### src/rtl/alu_opb_stage.sv
// Operand-B stage: rs2 forwarding, imm/rs2 select and load-use stall feeding a 1-deep EX-input register; latency 1 cycle.
// Backpressure: in_ready drops on a load-use hazard, on flush, or while the register is full and EX is not consuming.
module alu_opb_stage #(
    parameter int unsigned WIDTH = 32,
    parameter int unsigned RAW   = 5,
    parameter int unsigned CNTW  = 16
) (
    input  logic             clk,
    input  logic             rst,
    input  logic             in_valid,
    output logic             in_ready,
    input  logic [RAW-1:0]   rs2_addr,
    input  logic [WIDTH-1:0] rs2_data,
    input  logic [WIDTH-1:0] imm_ext,
    input  logic             opb_sel,
    input  logic             fw1_en,
    input  logic [RAW-1:0]   fw1_addr,
    input  logic [WIDTH-1:0] fw1_data,
    input  logic             fw1_pending,
    input  logic             fw2_en,
    input  logic [RAW-1:0]   fw2_addr,
    input  logic [WIDTH-1:0] fw2_data,
    input  logic             flush,
    output logic             out_valid,
    input  logic             out_ready,
    output logic [WIDTH-1:0] opb_out,
    output logic [WIDTH-1:0] rs2_out,
    output logic [CNTW-1:0]  stall_cnt
);

    typedef struct packed {
        logic [WIDTH-1:0] opb;
        logic [WIDTH-1:0] rs2;
    } opset_t;

    typedef enum logic {
        EMPTY = 1'b0,
        FULL  = 1'b1
    } state_t;

    localparam logic [CNTW-1:0] CNT_MAX = {CNTW{1'b1}};
    localparam logic [CNTW-1:0] CNT_ONE = {{(CNTW-1){1'b0}}, 1'b1};

    state_t           state;
    opset_t           held;
    opset_t           next_set;
    logic             fw1_hit;
    logic             fw2_hit;
    logic             hazard;
    logic             accept;
    logic [WIDTH-1:0] rs2_fw;

    // x0 is hard-wired, so a producer targeting it must never win the compare.
    always_comb begin
        fw1_hit = fw1_en && (fw1_addr == rs2_addr) && (rs2_addr != '0);
        fw2_hit = fw2_en && (fw2_addr == rs2_addr) && (rs2_addr != '0);
        rs2_fw  = rs2_data;
        if (fw1_hit) begin
            rs2_fw = fw1_data;
        end else if (fw2_hit) begin
            rs2_fw = fw2_data;
        end
        next_set.rs2 = rs2_fw;
        next_set.opb = opb_sel ? imm_ext : rs2_fw;
    end

    // Store data always needs rs2, so the stall ignores opb_sel.
    assign hazard    = in_valid && fw1_hit && fw1_pending;
    assign out_valid = (state == FULL);
    assign in_ready  = !rst && !hazard && !flush && (!out_valid || out_ready);
    assign accept    = in_valid && in_ready;
    assign opb_out   = held.opb;
    assign rs2_out   = held.rs2;

    always_ff @(posedge clk or posedge rst) begin
        if (rst) begin
            state <= EMPTY;
            held  <= '0;
        end else begin
            case (state)
                EMPTY: begin
                    if (!flush && accept) begin
                        held  <= next_set;
                        state <= FULL;
                    end
                end
                FULL: begin
                    if (flush) begin
                        state <= EMPTY;
                    end else if (out_ready) begin
                        if (accept) begin
                            held <= next_set;
                        end else begin
                            state <= EMPTY;
                        end
                    end
                end
                default: state <= EMPTY;
            endcase
        end
    end

    always_ff @(posedge clk or posedge rst) begin
        if (rst) begin
            stall_cnt <= '0;
        end else if (hazard && (stall_cnt != CNT_MAX)) begin
            stall_cnt <= stall_cnt + CNT_ONE;
        end
    end

endmodule

### config.mk
export PLATFORM = sky130hd
export DESIGN_NAME = alu_opb_stage
export DESIGN_NICKNAME = d
export VERILOG_FILES = /design/src/rtl/alu_opb_stage.sv
export SDC_FILE = /design/constraint.sdc
export NUM_CORES = 1
export LEC_CHECK = 0
export BUFFER_PORTS_ARGS = -buffer_cell sky130_fd_sc_hd__buf_4
export CORE_MARGIN = 1
export CORE_UTILIZATION = 51
export DETAILED_ROUTE_END_ITERATION = 8
export HOLD_SLACK_MARGIN = 0.06
export PLACE_DENSITY = 0.86
export SYNTH_ARGS = -nofsm -noshare
export SYNTH_HDL_FRONTEND = slang
export SYNTH_SLANG_ARGS = --single-unit
### constraint.sdc
create_clock -name clk -period 4.1 [get_ports clk]
set_input_delay 0.82 -clock clk [delete_from_list [all_inputs] [get_ports clk]]
set_output_delay 0.82 -clock clk [all_outputs]
set_load 0.05 [all_outputs]
# Yosys cells after proc, flatten, opt, wreduce, memory -nomap -nowiden
# Index checks and enable logic that the tools add are counted.
[totals]
output_inout_bits = 82
word_cells = 45
regBits = 81
[classes]
n_mux = 13
n_reduce_logical = 19
eq_ne = 7
n_bitwise = 1
n_addsub = 1
[ops]
columns = ["cell", "count"]
rows = [
  ["64-bit two-way mux", 4],
  ["64-bit case mux with 2 select lines", 1],
  ["32-bit two-way mux", 3],
  ["16-bit by 1-bit adder with 16-bit output, second input constant", 1],
  ["16-bit inequality test, second input constant", 1],
  ["1-bit logical AND", 12],
  ["5-bit equality test", 2],
  ["2-bit inequality test, second input constant", 3],
  ["5-bit nonzero test", 1],
  ["1-bit logical NOT", 4],
  ["1-bit two-way mux", 4],
  ["4-bit AND reduction", 1],
  ["2-bit by 1-bit inequality test with 1-bit output, second input constant", 1],
  ["1-bit case mux with 2 select lines", 1],
  ["1-bit logical OR", 1],
  ["1-bit NOT", 1],
]

# Depth between registers and ports, before layout
[depth]
word_depth = 14
ltp_mapped = 7
depth_no_buf = 6

# Worst setup path after synthesis
# Ideal clock, no wire load.
[synth_path]
path_type = "input port to output port"
start = "input port rs2_addr[1]"
end = "output port in_ready"
path_slack_ns = -0.160
required_ns = 3.280
stages = 5
n_path_buf = 1
arrival_time_ns = 3.440
cell_sequence = "or4_4 > o211ai_4 > nor3_1 > buf_2 > nor4_1"
[synth_via]
elab_chain_len = 9
elab_cells_between_ends = 10
cone_classes = "1 x eq/ne; 9 x reduce/logical"
[synth_rtl]
columns = ["element", "line_no", "source"]
rows = [
  ["start: declaration", "12", "input logic [RAW-1:0] rs2_addr,"],
  ["5-bit equality test", "55", "fw1_hit = fw1_en && (fw1_addr == rs2_addr) && (rs2_addr != '0);"],
  ["1-bit logical AND", "55", ""],
  ["1-bit logical AND (*)", "55", ""],
  ["1-bit logical AND (*) (2 in series)", "68", "assign hazard = in_valid && fw1_hit && fw1_pending;"],
  ["1-bit logical NOT (*)", "70", "assign in_ready = !rst && !hazard && !flush && (!out_valid || out_ready);"],
  ["1-bit logical AND (*) (3 in series)", "70", ""],
  ["end: declaration", "11", "output logic in_ready,"],
]
# Every way passes the cells marked *; elsewhere a longest branch is shown, timed or not.

# Worst setup path in the final report
# Same ends and word-level chain as after synthesis.

==> results.json <==
{
  "yosys_warnings": 0,
  "crit_fanout": 15,
  "period_minus_slack_ns": 3.359,
  "setup_viol": 0,
  "max_freq_mhz": 297.7,
  "p_leak_uw": 0.003312,
  "avgSynthCellArea_sq_um": 10.76,
  "drive_above_1_share_pct": 47.30,
  "hold_end": "rs2_out[29]$_DFFE_PP0P_",
  "path_cells": "buf_4 -> or4_4 -> o211ai_4 -> nor3_1 -> buf_4 -> nor4_2 -> buf_4",
  "clockPowerShare_pct": 18.6,
  "synthTopCellsByCount": "dfrtp_1, nand2_1, nor2_1",
  "fin_area_sq_mm": 0.006967,
  "grt_pass1_vias": 4810,
  "cp-end-kind": "output pin",
  "maxCapViolations": 0,
  "regArea_sq_mm": 0.002027,
  "regToRegStartpoint": "out_valid$_DFF_PP0_",
  "synth.area.top_cells": "dfrtp_1, o41ai_2, mux2i_1, a221oi_2, o31ai_1",
  "slew_viol_final": 0,
  "nFillCells": 705,
  "synth_cell_types": 46,
  "dpl_cell_area_sq_mm": 0.006797,
  "crit_type": "input pin to output pin",
  "fin_skew_ns": 0.01478,
  "drtAntennaViolNets": 0,
  "setup_tns_ns": 0,
  "syn_to_final_growth_pct": 38.96,
  "swShare_pct": 42.51,
  "dieArea_sq_mm": 0.01023,
  "cts_tree": "done",
  "cp.required_ns": 3.28,
  "synth_edf_count": 0,
  "hpwlAfterDp_mm": 11.61,
  "synth.largest_area_cell": "dfrtp_1",
  "multi_input_area_sq_mm": 0.002760,
  "clockBufferDepth": 2,
  "chipHeight_um": 101.2,
  "worstHoldStart": "rs2_out[29]$_DFFE_PP0P_",
  "die_w_um": 101.2,
  "ctsResizeCount": 0,
  "grt_pass1_wl_mm": 24.60,
  "synth_nets": 619,
  "drc_errors": 0,
  "syn-instance-count": 466,
  "cpPeakStageDelay_ns": 0.55,
  "grt-ovfl-total": 0,
  "setup.worst_path.start_class": "input pin",
  "initial_core_util_pct": 53.50,
  "wl_per_cell_um": 19.59,
  "synth_top_area_share_pct": 40.43,
  "grt_usage_pct": 31.48,
  "first_iter_violations": 187,
  "combPwrFrac_pct": 44.5,
  "gp_congestion": 0.8650,
  "power_density_mw_per_mm2": 399.4,
  "r2r-end": "opb_out[1]$_DFFE_PP0P_",
  "nets": 833,
  "yosysMostFrequentCell": "dfrtp_1",
  "holdBufCountCts": 0,
  "antenna_found_initial": 0,
  "via_per_inst": 5.912,
  "clkTransAtPathRegs_ns": 0.08,
  "finalHoldViolations": 0,
  "num_io_pins": 234,
  "core.rowCount": 35,
  "power_switching_uw": 1183,
  "slowest_stage": "or4_4",
  "core_sq_mm": 0.009371,
  "drt_wl_total_mm": 15.95,
  "via_count": 4812,
  "drtPass1Iterations": 4,
  "postCtsSetupRepairBufs": 0,
  "crit_arrival_ns": 2.54,
  "grt_max_degree": 66,
  "yosysSeqAreaShare_pct": 40.43,
  "status": "finished, final reports clean",
  "port_buffers": 233,
  "cts_inserted_buffers": 9,
  "p_seq_share_pct": 36.8,
  "rrSetupSlack_ns": 1.36,
  "reg2reg_depth": 6,
  "synth_seq_cells": 81,
  "worstHoldPathType": "flip-flop to flip-flop",
  "diodes": 0,
  "vdd_drop_max_mv": 0.1906,
  "cts_sinks": 81,
  "cts-root-buf": "clkbuf_8",
  "relSlewSlack_pct": 22.89,
  "worst_pin_slew_ns": 1.154,
  "critical_path.most_common_cell": "buf_4",
  "synthArstFlopShare_pct": 100.0,
  "finalCritPeriodShare_pct": 81.94,
  "synth_ff_type": "dfrtp_1",
  "cts_max_level": 3,
  "min_path_cells": 2,
  "syn_area_sq_mm": 0.005014,
  "p_int_uw": 1600,
  "clk_latency_ns": 0.34,
  "rsz0062_at_grt": "no"
}
==> worst max-delay path, delay by kind of cell <==
family                 cells  cell delay [ns]
AND/OR/NAND/NOR            3             0.81
buffers and inverters      3             0.57
AO/OA/AOI/OAI              1             0.33
==> cells in the final DEF (no fill, tap or decap), types with 3 or more instances in the layout <==
cell and instances:
buf_4 243, a221o_1 3, and3_1 33, or3_1 3, nor2_1 33, a221oi_1 8, inv_1 5, nand3_1 9
nand4_1 8, xnor2_1 22, o41ai_2 29, nand2_1 40, clkbuf_8 9, o31ai_1 29, clkinv_2 3, mux2i_1 32
a41o_1 3, a221oi_2 21, and2_1 32, nor3_1 5, dfrtp_1 81
==> worst max-delay path by stage <==
stage               depth (start not counted)  slack [ns]        start       end
global route                                7        0.68  rs2_addr[1]  in_ready
global placement                            7        0.81  rs2_addr[1]  in_ready
CTS                                         7        0.76  rs2_addr[1]  in_ready
detailed placement                          7        0.76  rs2_addr[1]  in_ready
finish                                      7        0.74  rs2_addr[1]  in_ready
floorplan                                   5        0.43  rs2_addr[1]  in_ready
==> registers in the layout (all words and copies together) (netlist names) <==
register and count:
opb_out 32, out_valid 1, rs2_out 32, stall_cnt 16
==> layout make-up <==
type | instances | area share [%]
Tap cell | 129 | 2.317
Inverter | 6 | 0.3412
Sequential cell | 81 | 29.09
Clock inverter | 6 | 0.6106
Timing Repair Buffer | 243 | 26.19
Multi-Input combinational cell | 339 | 39.62
Clock buffer | 10 | 1.832
==> routing by layer <==
metal / routed length (um) / track usage [%] / vias up
met5: 0 / 0 / -
met4: 436 / 14.27 / 0
met3: 1370 / 7.039 / 28
met2: 8008 / 53.69 / 269
met1: 6135 / 38.19 / 2328
li1: - / - / 2187
==> logic make-up (layout without fill, tap and decap cells) <==
group           after synthesis  after routing  synth area share [%]
compound gates              101            101                 24.48
xor+xnor                     25             25                 4.517
fa+ha+maj                     1              1                0.2495
buf+inv                      46            265                 4.841
flops                        81             81                 40.43
mux                          33             33                 6.613
simple gates                179            179                 18.87
==> through the flow <==
| step | utilization (%) | setup WS, ns | power (uW) | hold WS (ns) | cells |
|---|---|---|---|---|---|
| 2_1_floorplan | - | 0.4346 | 1830 | 0.7571 | 466 |
| 3_3_place_gp | 72.52 | 0.8110 | 2252 | 0.4633 | 798 |
| 3_5_place_dp | 72.52 | 0.7650 | 2279 | 0.4714 | 798 |
| 4_1_cts | 74.34 | 0.7609 | 2798 | 0.4898 | 814 |
| 5_1_grt | 74.34 | 0.6823 | 2906 | 0.5165 | 814 |
| 6_report | 74.34 | 0.7406 | 2783 | 0.4920 | 814 |
==> power groups by stage <==
stage | clock, uW | sequential (uW) | combinational [uW]
after detailed placement | 0 | 1040 | 1240
final | 519 | 1020 | 1240
after floorplan | 0 | 1500 | 329
after global placement | 0 | 1030 | 1220
after global routing | 570 | 1040 | 1300
after CTS | 531 | 1020 | 1240
Power figures use the tool's default switching activity.
